[config.mk]
export PLATFORM = sky130hd
export DESIGN_NAME = cuppa_wvb_acq_ctrl
export DESIGN_NICKNAME = d
export VERILOG_FILES = /design/src/rtl/cuppa_wvb_acq_pkg.sv /design/src/rtl/cuppa_wvb_test_trig_gen.sv /design/src/rtl/cuppa_wvb_acq_ctrl.sv
export SDC_FILE = /design/constraint.sdc
export NUM_CORES = 1
export LEC_CHECK = 0
export BUFFER_PORTS_ARGS = -buffer_cell sky130_fd_sc_hd__buf_2
export CAP_MARGIN = 40
export CORE_MARGIN = 5
export CORE_UTILIZATION = 50
export CTS_BUF_LIST = sky130_fd_sc_hd__clkbuf_4
export CTS_CLUSTER_SIZE = 40
export DETAILED_ROUTE_END_ITERATION = 6
export PLACE_DENSITY = 0.77
export SYNTH_ARGS = -nofsm -noshare
export SYNTH_HDL_FRONTEND = slang
export SYNTH_SLANG_ARGS = --single-unit
[constraint.sdc]
create_clock -name clk -period 2.46 [get_ports clk]
set_input_delay 0 -clock clk [delete_from_list [all_inputs] [get_ports clk]]
set_output_delay 0 -clock clk [all_outputs]
set_load 0.02 [all_outputs]
[src/rtl/cuppa_wvb_acq_pkg.sv]
// Shared types and field widths for the CUPPA WVB acquisition controller.
// Widths match the unpacked configuration-bundle fields.
package cuppa_wvb_acq_pkg;

  localparam int PRE_W  = 6;
  localparam int POST_W = 15;
  localparam int CNST_W = 15;
  localparam int TEST_W = 15;

  // One down-counter is shared by PRE_FILL, CAPTURE and HOLDOFF, so it is as wide as the widest field.
  localparam int CNT_W = 15;

  typedef enum logic [2:0] {
    IDLE     = 3'd0,
    PRE_FILL = 3'd1,
    ARMED    = 3'd2,
    CAPTURE  = 3'd3,
    HOLDOFF  = 3'd4
  } acq_state_e;

  function automatic logic [CNT_W-1:0] at_least_one(input logic [CNT_W-1:0] v);
    return (v == '0) ? CNT_W'(1) : v;
  endfunction

endpackage

[src/rtl/cuppa_wvb_test_trig_gen.sv]
// Internal periodic test trigger: pulses every period+1 cycles while enabled.
// The count is held at zero while disabled so each enable starts from a known phase.
module cuppa_wvb_test_trig_gen
  import cuppa_wvb_acq_pkg::*;
(
  input  logic              clk,
  input  logic              rst_n,
  input  logic              en,
  input  logic [TEST_W-1:0] period,
  output logic              test_pulse
);

  logic [TEST_W-1:0] count;

  always_ff @(posedge clk or negedge rst_n) begin
    if (!rst_n) begin
      count <= '0;
    end else if (!en) begin
      count <= '0;
    end else if (count == period) begin
      count <= '0;
    end else begin
      count <= count + 1'b1;
    end
  end

  assign test_pulse = en && (count == period);

endmodule

[src/rtl/cuppa_wvb_acq_ctrl.sv]
// Acquisition controller for one CUPPA waveform buffer: pre-fill, trigger wait, capture, holdoff.
// Define CUPPA_WVB_TEST_TRIG_EN to build in the internal test-trigger generator.
module cuppa_wvb_acq_ctrl
  import cuppa_wvb_acq_pkg::*;
#(
  parameter int EVT_CNT_W = 16
) (
  input  logic                 clk,
  input  logic                 rst_n,
  input  logic [CNST_W-1:0]    cnst_conf,
  input  logic [TEST_W-1:0]    test_conf,
  input  logic [POST_W-1:0]    post_conf,
  input  logic [PRE_W-1:0]     pre_conf,
  input  logic                 arm,
  input  logic                 trig_mode,
  input  logic                 cnst_run,
  input  logic                 discr_trig,
  input  logic                 wvb_overflow,
  output logic                 wvb_wr_en,
  output logic                 trig_flag,
  output logic                 eoe,
  output logic                 armed,
  output logic                 busy,
  output logic [EVT_CNT_W-1:0] evt_cnt
);

  acq_state_e       state;
  logic             arm_q;
  logic [CNT_W-1:0] cnt;
  logic             test_pulse;
  logic             trig;

`ifdef CUPPA_WVB_TEST_TRIG_EN
  cuppa_wvb_test_trig_gen u_test_trig (
    .clk        (clk),
    .rst_n      (rst_n),
    .en         (trig_mode),
    .period     (test_conf),
    .test_pulse (test_pulse)
  );

  assign trig = trig_mode ? test_pulse : discr_trig;
`else
  logic unused_test_cfg;

  assign test_pulse      = 1'b0;
  assign trig            = discr_trig;
  assign unused_test_cfg = ^{trig_mode, test_conf, test_pulse};
`endif

  logic             arm_rise;
  logic             stop_req;
  logic             rearm_ok;
  logic             pre_zero;
  logic [CNT_W-1:0] pre_len;
  logic [CNT_W-1:0] post_len;
  logic [CNT_W-1:0] hold_len;
  acq_state_e       fill_state;

  assign arm_rise   = arm & ~arm_q;
  assign stop_req   = ~arm | wvb_overflow;
  assign rearm_ok   = cnst_run & arm & ~wvb_overflow;
  assign pre_zero   = (pre_conf == '0);
  assign pre_len    = {{(CNT_W-PRE_W){1'b0}}, pre_conf};
  assign post_len   = at_least_one(post_conf);
  assign hold_len   = at_least_one(cnst_conf);
  assign fill_state = pre_zero ? ARMED : PRE_FILL;

  // eoe and the event count are raised one cycle ahead so they land on the final capture sample.
  always_ff @(posedge clk or negedge rst_n) begin
    if (!rst_n) begin
      state     <= IDLE;
      arm_q     <= 1'b0;
      cnt       <= '0;
      wvb_wr_en <= 1'b0;
      trig_flag <= 1'b0;
      eoe       <= 1'b0;
      armed     <= 1'b0;
      busy      <= 1'b0;
      evt_cnt   <= '0;
    end else begin
      arm_q     <= arm;
      trig_flag <= 1'b0;
      eoe       <= 1'b0;

      case (state)
        IDLE: begin
          if (arm_rise && !wvb_overflow) begin
            state     <= fill_state;
            cnt       <= pre_len;
            wvb_wr_en <= 1'b1;
            armed     <= pre_zero;
            busy      <= 1'b1;
          end
        end

        PRE_FILL: begin
          if (stop_req) begin
            state     <= IDLE;
            wvb_wr_en <= 1'b0;
            armed     <= 1'b0;
            busy      <= 1'b0;
          end else if (cnt == CNT_W'(1)) begin
            state <= ARMED;
            armed <= 1'b1;
          end else begin
            cnt <= cnt - 1'b1;
          end
        end

        ARMED: begin
          if (stop_req) begin
            state     <= IDLE;
            wvb_wr_en <= 1'b0;
            armed     <= 1'b0;
            busy      <= 1'b0;
          end else if (trig) begin
            state     <= CAPTURE;
            cnt       <= post_len;
            armed     <= 1'b0;
            trig_flag <= 1'b1;
            if (post_len == CNT_W'(1)) begin
              eoe     <= 1'b1;
              evt_cnt <= evt_cnt + 1'b1;
            end
          end
        end

        CAPTURE: begin
          if (cnt == CNT_W'(1)) begin
            state     <= HOLDOFF;
            cnt       <= hold_len;
            wvb_wr_en <= 1'b0;
          end else begin
            cnt <= cnt - 1'b1;
            if (cnt == CNT_W'(2)) begin
              eoe     <= 1'b1;
              evt_cnt <= evt_cnt + 1'b1;
            end
          end
        end

        HOLDOFF: begin
          if (cnt != CNT_W'(1)) begin
            cnt <= cnt - 1'b1;
          end else if (rearm_ok) begin
            state     <= fill_state;
            cnt       <= pre_len;
            wvb_wr_en <= 1'b1;
            armed     <= pre_zero;
          end else begin
            state <= IDLE;
            busy  <= 1'b0;
          end
        end

        default: begin
          state     <= IDLE;
          wvb_wr_en <= 1'b0;
          armed     <= 1'b0;
          busy      <= 1'b0;
        end
      endcase
    end
  end

  // Event markers must always coincide with a written sample.
  a_eoe_writes: assert property (@(posedge clk) disable iff (!rst_n) eoe |-> wvb_wr_en);
  a_trig_writes: assert property (@(posedge clk) disable iff (!rst_n) trig_flag |-> wvb_wr_en);
  a_armed_busy: assert property (@(posedge clk) disable iff (!rst_n) armed |-> busy);

endmodule
==> impl_metrics.env, run 1 <==
export IMPL_cpMaxStageDelayCell="or4b_2"
export IMPL_r2r_start="cnt[0]"
export IMPL_start_util_pct=51.1
export IMPL_hold_viol_final=1
export IMPL_dp_hpwl_um=5440
export IMPL_coreArea_um2=5070
export IMPL_fmax_mhz=419
export IMPL_relSlewSlack_pct=62.3
export IMPL_grt_usage_pct=22.8
export IMPL_dieArea_um2=6720
export IMPL_p_total_mw=3.30
export IMPL_worstSetupPathType="flop to flop"
export IMPL_wl_per_cell_um=15.6
export IMPL_grt_max_degree=25
export IMPL_clock_latency_ns=0.36
export IMPL_period_needed_ns=2.39
export IMPL_ys_warn_count=0
export IMPL_p_seq_share_pct=28.9
export IMPL_violations="hold timing"
export IMPL_gr_total_overflow=0
export IMPL_numCtsBuffers=5
export IMPL_antenna_found_initial=0
export IMPL_swShare_pct=42.5
export IMPL_synth_seq_area_share_pct=38.6
export IMPL_finClkSkew_ns=0.0101
export IMPL_drive_gt1_share_pct=28.9
export IMPL_timing_setup_tns_ns=0
export IMPL_cp_max_fo=5
export IMPL_synth_net_count=353
export IMPL_drc_errors=0
export IMPL_syn_area_per_cell_um2=8.90
export IMPL_startpoint_type="flop"
export IMPL_synthTopCellsByArea="dfrtp_1 39%, o21ai_0 5.0%, xnor2_1 4.7%, nor2_1 3.8%, nand4_1 2.9%"
export IMPL_setup_violations=0
export IMPL_maxCapViolations=0
export IMPL_ioPinCount=79
export IMPL_drtIter0Drc=180
export IMPL_die_w_um=82.0
export IMPL_use_met2_pct=37.0
export IMPL_die_h_um=82.0
export IMPL_vias=2759
export IMPL_grtUsageMet1_pct=30.2
export IMPL_hold_path_startpoint="cnst_conf[5]"
export IMPL_p_int_mw=1.90
export IMPL_htreeDepth=2
export IMPL_whs_endpoint="cnt[5]"
export IMPL_crit_chain="ha_1, nor4b_1, buf_4, nand4_1, o22ai_2, buf_4, nor2_2, buf_4, or4b_2, o211ai_1"
export IMPL_cp_arrival_ns=2.67
export IMPL_pwr_share_comb_pct=57.5
export IMPL_grt_use_met3_pct=4.17
export IMPL_yosysMostFrequentCell="dfrtp_1"
export IMPL_wirelength_um=7220
export IMPL_hold_path_class="input pin to flop"
export IMPL_drtAntennaViolNets=0
export IMPL_cpPeakStageDelay_ns=0.58
export IMPL_holdWs_ns=-0.000661
export IMPL_areaGrowthSynthToFinish_pct=32.7
export IMPL_yosysTopAreaCell="dfrtp_1"
export IMPL_synth_distinct_cells=57
export IMPL_drv_slew=0
export IMPL_worstMarginPinSlew_ns=0.563
export IMPL_synth_top_flop_cell="dfrtp_1"
export IMPL_syn_instance_count=291
export IMPL_portBuffers=62
export IMPL_cts_num_sinks=40
export IMPL_grt_pass1_wl_um=11900
export IMPL_grt_pass1_vias=2572
export IMPL_synth_edf_count=0
export IMPL_rows=26
export IMPL_path_clk_slew_ns=0.12
export IMPL_async_flop_share_pct=100
export IMPL_pwr_share_clk_pct=13.7
export IMPL_yosysTopAreaCellShare_pct=38.6
export IMPL_antenna_cells=0
export IMPL_nNetsFinal=455
export IMPL_p_sw_mw=1.40
export IMPL_cts_root_buf="clkbuf_4"
export IMPL_powerDensity_nw_per_um2=961
export IMPL_ys_ff_latch=40
export IMPL_cts_tree="yes"
export IMPL_critPathCaptureType="flop"
export IMPL_via_per_inst=5.95
export IMPL_fin_crit_sh_pct=97.1
export IMPL_crit_path_start="cnt[0]"
export IMPL_outcome="finished with violations"
export IMPL_worstReg2RegEnd="cnt[5]"
export IMPL_whs_path_depth=3
export IMPL_netlist_area_um2=2590
export IMPL_cpMostUsedCell="buf_4"
export IMPL_gp_congestion=0.850
export IMPL_clockBufferDepth=2
export IMPL_r2r_cells=10
export IMPL_ys_top_cells_by_count="40 x dfrtp_1, 26 x nor2_1, 26 x o21ai_0"
export IMPL_busiest_layer="met2"
export IMPL_drtPass1Iterations=5
export IMPL_power_leakage_nw=1.54
export IMPL_n_fill_cell=415
export IMPL_r2r_setup_slack_ns=0.07
export IMPL_worstPathRequired_ns=2.74
export IMPL_peakVddDrop_v=0.000464
stage by stage:
stage	utilization [%]	hold WS, ns	area (µm²)	setup slack, ns	cells
floorplan	-	-0.296	2590	0.230	291
global placement	61.8	0.153	3140	0.162	436
detailed placement	62.3	-0.0307	3160	0.0760	437
CTS	67.5	0.00222	3420	0.0392	463
global route	67.8	0.00944	3440	-0.00892	464
finish	67.8	-0.000661	3440	0.0717	464
critical path: cells and delay by family, from the launching register on:
kind,cells,cell delay [ns]
and+or+nand+nor,4,0.98
buffers and inverters,3,0.44
DFF,1,0.43
adders and majority gates,1,0.24
AOI/OAI and AO/OA,2,0.22
kinds of logic after synthesis:
logic type                 share of synthesized area [%]
adders and majority gates                           1.93
and+or+nand+nor                                     26.2
muxes                                               1.30
buffers and inverters                               3.33
DFF                                                 38.6
xor gates and xnor gates                            5.75
AOI/OAI and AO/OA                                   22.9
state kept, by name (all words and copies together) (netlist names):
name       count
eoe            1
cnt           15
evt_cnt       16
wvb_wr_en      1
arm_q          1
trig_flag      1
state          3
armed          1
busy           1
layout make-up:
cell class / count / area (µm²) / share of cell area (%)
flip-flops and latches: 40 / 1000 / 29.1
clock buffers: 6 / 45.0 / 1.31
clock inverters: 2 / 35.0 / 1.02
multi-input cells: 231 / 1510 / 43.9
inverters: 4 / 15.0 / 0.437
repair buffers: 111 / 743 / 21.6
well taps: 70 / 87.6 / 2.55
per-layer routing:
metal,up-vias,part of all wire [%]
met5,-,0
met4,0,2.1
met3,17,4.9
met2,83,49
met1,1328,44
li1,1331,-
layout by cell type (no fill, tap or decap), drive strengths merged, types with 11 or more instances in the layout:
cell type / n
o21ai: 27
nor2: 26
xnor2: 14
dfrtp: 40
nand4: 12
nor4: 11
nand2: 18
dlygate4sd3: 18
buf: 93
timing repair:
action,in CTS,in global routing
endpoints found under the hold margin,53,0
setup endpoints to repair,0,2
gates resized for setup,0,3
hold buffers,18,0
buffers inserted,0,1
power groups by stage:
| stage | combinational [mW] | sequential (mW) | clock [mW] |
|---|---|---|---|
| 5_1_grt | 2.07 | 0.978 | 0.488 |
| 4_1_cts | 1.85 | 0.951 | 0.454 |
| 3_3_place_gp | 1.78 | 0.957 | 0 |
| 6_report | 1.90 | 0.953 | 0.451 |
| 2_1_floorplan | 1.12 | 0.961 | 0 |
| 3_5_place_dp | 1.81 | 0.964 | 0 |
worst max-delay path by stage:
stage               to  slack [ns]  cells after the start
2_1_floorplan  cnt[13]        0.23                      5
3_3_place_gp    cnt[5]        0.16                     11
3_5_place_dp    cnt[5]        0.08                     11
4_1_cts         cnt[5]        0.04                     11
5_1_grt         cnt[5]      -0.009                     10
6_report        cnt[5]        0.07                     10
No activity file was read; power rests on OpenSTA's default activity.
==> run 2: changes to the inputs <==
--- a/config.mk
+++ b/config.mk
@@ -5,14 +5,14 @@
 export SDC_FILE = /design/constraint.sdc
 export NUM_CORES = 1
 export LEC_CHECK = 0
+export ABC_AREA = 1
 export BUFFER_PORTS_ARGS = -buffer_cell sky130_fd_sc_hd__buf_2
 export CAP_MARGIN = 40
-export CORE_MARGIN = 5
 export CORE_UTILIZATION = 50
 export CTS_BUF_LIST = sky130_fd_sc_hd__clkbuf_4
 export CTS_CLUSTER_SIZE = 40
 export DETAILED_ROUTE_END_ITERATION = 6
-export PLACE_DENSITY = 0.77
+export PLACE_DENSITY = 0.75
 export SYNTH_ARGS = -nofsm -noshare
 export SYNTH_HDL_FRONTEND = slang
 export SYNTH_SLANG_ARGS = --single-unit
==> run 2 against run 1 <==
The flow now finishes without violations. Die area fell by 1.3%. Core utilization fell by 2.5 points. Via count rose by 22%. First-iteration DRC count rose by 87%.
==> impl_metrics.env, run 2 <==
export IMPL_hold_path_class="input pin to flop"
export IMPL_final_common_cell="nand2_1"
export IMPL_grt_max_degree=30
export IMPL_drtIter0Drc=337
export IMPL_synthTopCellsByArea="dfrtp_1 32%, nand2_1 21%, nor2_1 7.7%, nand3_1 6.5%, inv_1 4.5%"
export IMPL_synth_edf_count=0
export IMPL_p_sw_mw=1.93
export IMPL_power_leakage_nw=2.07
export IMPL_antenna_cells=0
export IMPL_grt_pass1_vias=3096
export IMPL_async_flop_share_pct=100
export IMPL_largest_reg_flops=16
export IMPL_powerDensity_nw_per_um2=979
export IMPL_syn_instance_count=474
export IMPL_worstSetupPathType="flop to flop"
export IMPL_startpoint_type="flop"
export IMPL_dp_hpwl_um=6130
export IMPL_wl_met3_um=510
export IMPL_gp_congestion=0.879
export IMPL_cts_tree="yes"
export IMPL_cp_max_fo=7
export IMPL_peakVddDrop_v=0.000549
export IMPL_r2r_setup_slack_ns=0.17
export IMPL_yosysTopAreaCellShare_pct=31.7
export IMPL_critPathCaptureType="flop"
export IMPL_hold_viol_final=0
export IMPL_r2r_cells=12
export IMPL_wirelength_um=8380
export IMPL_syn_area_per_cell_um2=6.66
export IMPL_drv_slew=0
export IMPL_wl_per_cell_um=13.1
export IMPL_vias=3373
export IMPL_dieArea_um2=6630
export IMPL_yosysTopAreaCell="dfrtp_1"
export IMPL_whs_path_depth=5
export IMPL_synth_net_count=536
export IMPL_synth_seq_area_share_pct=31.7
export IMPL_drc_errors=0
export IMPL_p_seq_share_pct=26.9
export IMPL_nNetsFinal=628
export IMPL_crit_path_start="cnt[1]"
export IMPL_pwr_share_clk_pct=11.8
export IMPL_clockBufferDepth=2
export IMPL_ys_warn_count=0
export IMPL_ys_ff_latch=40
export IMPL_antenna_found_initial=0
export IMPL_ioPinCount=79
export IMPL_numCtsBuffers=5
export IMPL_htreeDepth=2
export IMPL_grt_pass1_wl_um=13900
export IMPL_drtAntennaViolNets=0
export IMPL_drtPass1Iterations=5
export IMPL_areaGrowthSynthToFinish_pct=23.9
export IMPL_via_per_inst=5.25
export IMPL_setup_violations=0
export IMPL_r2r_start="cnt[1]"
export IMPL_swShare_pct=50.5
export IMPL_top_layer_used="met4"
export IMPL_n_fill_cell=538
export IMPL_setup_slack_ns=0.170
export IMPL_dr_wl_met2_um=3920
export IMPL_cp_arrival_ns=2.55
export IMPL_worstPathRequired_ns=2.72
export IMPL_whs_endpoint="cnt[0]"
export IMPL_path_clk_slew_ns=0.14
export IMPL_post_place_ws_ns=0.503
export IMPL_relSlewSlack_pct=55.8
export IMPL_netlist_area_um2=3160
export IMPL_coreArea_um2=5990
export IMPL_drive_gt1_share_pct=21.2
export IMPL_die_h_um=81.4
export IMPL_worstReg2RegEnd="cnt[2]"
export IMPL_timing_setup_tns_ns=0
export IMPL_ys_top_cells_by_count="173 x nand2_1, 65 x nor2_1, 41 x nand3_1"
export IMPL_fmax_mhz=437
export IMPL_seqCellArea_um2=1000
export IMPL_worstMarginPinSlew_ns=0.657
export IMPL_gr_total_overflow=0
export IMPL_wl_met1_um=3850
export IMPL_period_needed_ns=2.29
export IMPL_grt_usage_pct=27.1
export IMPL_yosysMostFrequentCell="nand2_1"
export IMPL_layout_common_cells="173 x nand2_1, 64 x nor2_1, 62 x buf_2, 40 x nand3_1, 39 x dfrtp_1"
export IMPL_portBuffers=62
export IMPL_synth_top_flop_cell="dfrtp_1"
export IMPL_fin_crit_sh_pct=93.1
export IMPL_start_util_pct=52.7
export IMPL_reg_top3="evt_cnt x16, cnt x15, state x3"
export IMPL_outcome="completed"
export IMPL_p_int_mw=1.90
export IMPL_largest_register="evt_cnt"
export IMPL_rows=28
export IMPL_synth_distinct_cells=34
export IMPL_maxCapViolations=0
export IMPL_clock_latency_ns=0.36
export IMPL_cts_root_buf="clkbuf_4"
export IMPL_multi_input_area_um2=1960
export IMPL_finClkSkew_ns=0.0164
export IMPL_pwr_share_comb_pct=61.3
export IMPL_hold_path_startpoint="pre_conf[0]"
export IMPL_cts_num_sinks=40
export IMPL_die_w_um=81.4
-- run 2: cell types whose count changed after synthesis, sizes merged, moves of 6 or more --
cell,before,now
and3,9,0
nor2b,7,0
xor2,3,11
a221oi,6,0
o21ai,27,14
nand3,7,46
nand2,18,182
nor4,11,1
inv,4,44
nor2,26,78
-- run 2: per-stage QoR --
step	instance area [µm²]	power, mW	cells	hold slack (ns)	util (%)
after CTS	3810	3.62	635	0.00819	63.7
after global placement	3500	3.02	605	0.138	58.5
after global routing	3910	4.17	642	0.0286	65.3
after floorplan	3160	2.67	474	-0.296	-
after detailed placement	3520	3.07	606	-0.0850	58.8
final	3910	3.83	642	0.0199	65.3
-- run 2: final cells by class --
type	count	area share [%]
Clock buffer	5	0.960
Timing Repair Buffer	92	15.4
Tap cell	75	2.40
Multi-Input combinational cell	383	50.1
Sequential cell	40	25.6
Inverter	44	4.42
Clock inverter	3	1.09
-- run 2: repair_timing --
action / in CTS / in global routing
endpoints found under the hold margin: 52 / 0
hold buffers: 21 / 0
buffers inserted: 0 / 6
endpoints found under the setup margin: 0 / 5
gates resized for setup: 0 / 11
-- run 2: cells by family after synthesis --
logic type | after synthesis | share of synthesized area (%)
buffers and inverters | 52 | 7.65
adder cells (fa/ha/maj) | 4 | 1.59
AO/OA/AOI/OAI | 26 | 4.88
XOR/XNOR | 21 | 5.83
flip-flops | 40 | 31.7
AND/OR/NAND/NOR | 331 | 48.3
-- run 2: per-layer routing --
layer / GRT usage (%) / vias up
met5: 0 / -
met4: 8.21 / 0
met3: 3.33 / 9
met2: 44.3 / 123
met1: 37.2 / 1546
li1: - / 1695
-- run 2: worst max-delay path by stage --
stage | endpoint | slack, ns | cells after the start
after global placement | cnt[1] | 0.56 | 10
final | cnt[2] | 0.17 | 12
after detailed placement | cnt[1] | 0.50 | 10
after global routing | cnt[2] | -0.003 | 12
after floorplan | evt_cnt[12] | 0.79 | 8
after CTS | cnt[3] | 0.02 | 12
-- run 2: power groups by stage --
stage | Combinational [mW] | Sequential, mW | Clock (mW)
finish | 2.35 | 1.03 | 0.450
global route | 2.64 | 1.05 | 0.480
CTS | 2.14 | 1.02 | 0.457
detailed placement | 2.03 | 1.04 | 0
global placement | 1.99 | 1.03 | 0
floorplan | 1.60 | 1.07 | 0
-- run 2: worst max-delay path, stage by stage, from the launching register on --
cell and delay (ns):
dfrtp_1 0.44, inv_1 0.10, ha_2 0.21, nand2_4 0.07
nor2_8 0.16, nand2_4 0.13, o21ai_4 0.13, nand2_4 0.12
nand2_1 0.09, nand2_1 0.05, nor2_1 0.09, nor2_1 0.05
dlygate4sd3_1 0.56
==> run 3: changes to the inputs <==
--- a/config.mk
+++ b/config.mk
@@ -12,7 +12,7 @@
 export CTS_BUF_LIST = sky130_fd_sc_hd__clkbuf_4
 export CTS_CLUSTER_SIZE = 40
 export DETAILED_ROUTE_END_ITERATION = 6
-export PLACE_DENSITY = 0.75
+export PLACE_DENSITY = 0.72
 export SYNTH_ARGS = -nofsm -noshare
 export SYNTH_HDL_FRONTEND = slang
 export SYNTH_SLANG_ARGS = --single-unit
==> run 3 against run 2 <==
The flow now finishes with violations (hold timing). Die area did not move. Register-to-register slack barely moved. Global-route usage rose by 0.91 points. Critical path depth did not move. Clock-buffer cell count did not move. Sequential share of layout area rose by 0.53 points. Largest cell class unchanged. Total power fell by 4.7%. Fmax fell by 0.52%.
==> impl_metrics.env, run 3 (synthesized netlist as in run 2, its figures left out) <==
export IMPL_rsz0062_at_grt="false"
export IMPL_wirelength_um=8610
export IMPL_areaGrowthSynthToFinish_pct=21.3
export IMPL_antenna_found_initial=0
export IMPL_gp_congestion=0.896
export IMPL_grt_max_degree=23
export IMPL_cp_max_fo=14
export IMPL_grt_pass1_vias=3088
export IMPL_pwr_share_clk_pct=12.6
export IMPL_cts_tree="yes"
export IMPL_stdcell_area_um2=3830
export IMPL_dp_hpwl_um=6270
export IMPL_r2r_cells=12
export IMPL_ioPinCount=79
export IMPL_largest_reg_flops=16
export IMPL_gr_total_overflow=0
export IMPL_die_h_um=81.4
export IMPL_wl_per_cell_um=13.6
export IMPL_hold_path_class="input pin to flop"
export IMPL_maxCapViolations=0
export IMPL_hold_path_startpoint="pre_conf[2]"
export IMPL_nNetsFinal=621
export IMPL_worstReg2RegEnd="cnt[6]"
export IMPL_whs_endpoint="cnt[2]"
export IMPL_vias=3369
export IMPL_path_clk_slew_ns=0.12
export IMPL_relSlewSlack_pct=60.1
export IMPL_critPathCaptureType="flop"
export IMPL_p_int_mw=1.76
export IMPL_final_common_cell="nand2_1"
export IMPL_peakVddDrop_v=0.000599
export IMPL_r2r_start="cnt[1]"
export IMPL_startpoint_type="flop"
export IMPL_drv_slew=0
export IMPL_setup_violations=0
export IMPL_largest_register="evt_cnt"
export IMPL_drtAntennaViolNets=0
export IMPL_drtIter0Drc=205
export IMPL_rows=28
export IMPL_r2r_setup_slack_ns=0.16
export IMPL_cpPeakStageDelay_ns=0.55
export IMPL_placed_area_um2=3520
export IMPL_drive_gt1_share_pct=19.5
export IMPL_hold_viol_final=2
export IMPL_antenna_cells=0
export IMPL_fin_crit_sh_pct=93.6
export IMPL_holdWs_ns=-0.00829
export IMPL_htreeDepth=2
export IMPL_drtPass1Iterations=5
export IMPL_worstSetupPathType="flop to flop"
export IMPL_die_w_um=81.4
export IMPL_period_needed_ns=2.30
export IMPL_clock_latency_ns=0.37
export IMPL_crit_buf_inv=2
export IMPL_drc_errors=0
export IMPL_worstPathRequired_ns=2.72
export IMPL_grt_pass1_wl_um=14100
export IMPL_timing_setup_tns_ns=0
export IMPL_p_seq_share_pct=28.2
export IMPL_power_leakage_nw=2.04
export IMPL_coreArea_um2=5990
export IMPL_crit_chain="inv_1, ha_1, nand2_4, nor2_8, nand2_4, o21ai_2, nand2_4, nand2_1, nand3_1, dlygate4sd3_1, nand2_1, nand2_1"
export IMPL_pwr_share_comb_pct=59.2
export IMPL_p_sw_mw=1.89
export IMPL_grt_usage_pct=28.0
export IMPL_fmax_mhz=434
export IMPL_cts_num_sinks=40
export IMPL_critPathTopFamily="simple AND/OR/NAND/NOR gates"
export IMPL_finClkSkew_ns=0.0146
export IMPL_layout_common_cells="173 x nand2_1, 64 x nor2_1, 62 x buf_2, 41 x nand3_1, 40 x dfrtp_1"
export IMPL_portBuffers=62
export IMPL_worstMarginPinSlew_ns=0.594
export IMPL_swShare_pct=51.7
export IMPL_dieArea_um2=6630
export IMPL_powerDensity_nw_per_um2=954
export IMPL_whs_path_depth=5
export IMPL_cts_root_buf="clkbuf_4"
export IMPL_numCtsBuffers=5
export IMPL_cp_arrival_ns=2.56
export IMPL_cpMaxStageDelayCell="dlygate4sd3_1"
export IMPL_start_util_pct=52.7
export IMPL_reg_top3="evt_cnt x16, cnt x15, state x3"
export IMPL_clockBufferDepth=2
export IMPL_violations="hold timing"
export IMPL_outcome="finished with violations"
export IMPL_via_per_inst=5.31
run 3: cell types whose count changed in the layout (fill, tap and decap cells not counted), sizes merged:
| cell | change |
|---|---|
| buf | -6 |
| nand2 | -1 |
run 3: metal layers:
| layer | vias to the layer above | track usage [%] | share of wire, % |
|---|---|---|---|
| met2 | 139 | 45.7 | 46 |
| li1 | 1676 | - | - |
| met1 | 1540 | 38.3 | 46 |
| met3 | 14 | 3.89 | 7.1 |
| met5 | - | 0 | 0 |
| met4 | 0 | 8.21 | 1.4 |
run 3: metrics by stage:
stage | power, mW | utilization [%] | instances | setup slack [ns] | hold WS, ns
after floorplan | 2.67 | - | 474 | 0.792 | -0.296
after global placement | 3.03 | 58.5 | 605 | 0.531 | 0.139
after detailed placement | 3.09 | 58.8 | 606 | 0.467 | -0.0151
after CTS | 3.63 | 63.7 | 635 | 0.0181 | 0.00464
after global routing | 3.98 | 63.9 | 635 | 0.0243 | 0.0161
final | 3.65 | 63.9 | 635 | 0.158 | -0.00829
run 3: final cells by class:
cell class | instances | area, µm²
repair buffers | 86 | 556
multi-input cells | 382 | 1930
flip-flops and latches | 40 | 1000
fillers | 575 | 2160
clock inverters | 3 | 42.5
inverters | 44 | 170
clock buffers | 5 | 37.5
well taps | 75 | 93.8
run 3: worst max path at each step:
stage / startpoint / end / slack, ns / cells after the start
2_1_floorplan: evt_cnt[0] / evt_cnt[12] / 0.79 / 8
3_3_place_gp: cnt[10] / cnt[1] / 0.53 / 10
3_5_place_dp: cnt[2] / cnt[1] / 0.47 / 10
4_1_cts: cnt[0] / cnt[12] / 0.02 / 12
5_1_grt: cnt[0] / cnt[12] / 0.02 / 12
6_report: cnt[1] / cnt[6] / 0.16 / 12
run 3: worst min-delay path: stages:
cell and delay (ns):
buf_2 0.09, nand2_1 0.05, nand2_1 0.06, nor2_1 0.04, nor2_1 0.08
run 3: what timing repair did:
| action | CTS | global route |
|---|---|---|
| setup buffers | 0 | 0 |
| setup endpoints to repair | 0 | 4 |
| hold buffers | 21 | 0 |
| endpoints found under the hold margin | 52 | 0 |
| gates resized for setup | 0 | 3 |
run 3: power by group through the flow:
| stage | Sequential (mW) | Combinational [mW] | Clock [mW] |
|---|---|---|---|
| after floorplan | 1.07 | 1.60 | 0 |
| after global placement | 1.03 | 2.00 | 0 |
| after detailed placement | 1.04 | 2.05 | 0 |
| after CTS | 1.03 | 2.13 | 0.469 |
| after global routing | 1.06 | 2.43 | 0.496 |
| final | 1.03 | 2.16 | 0.459 |
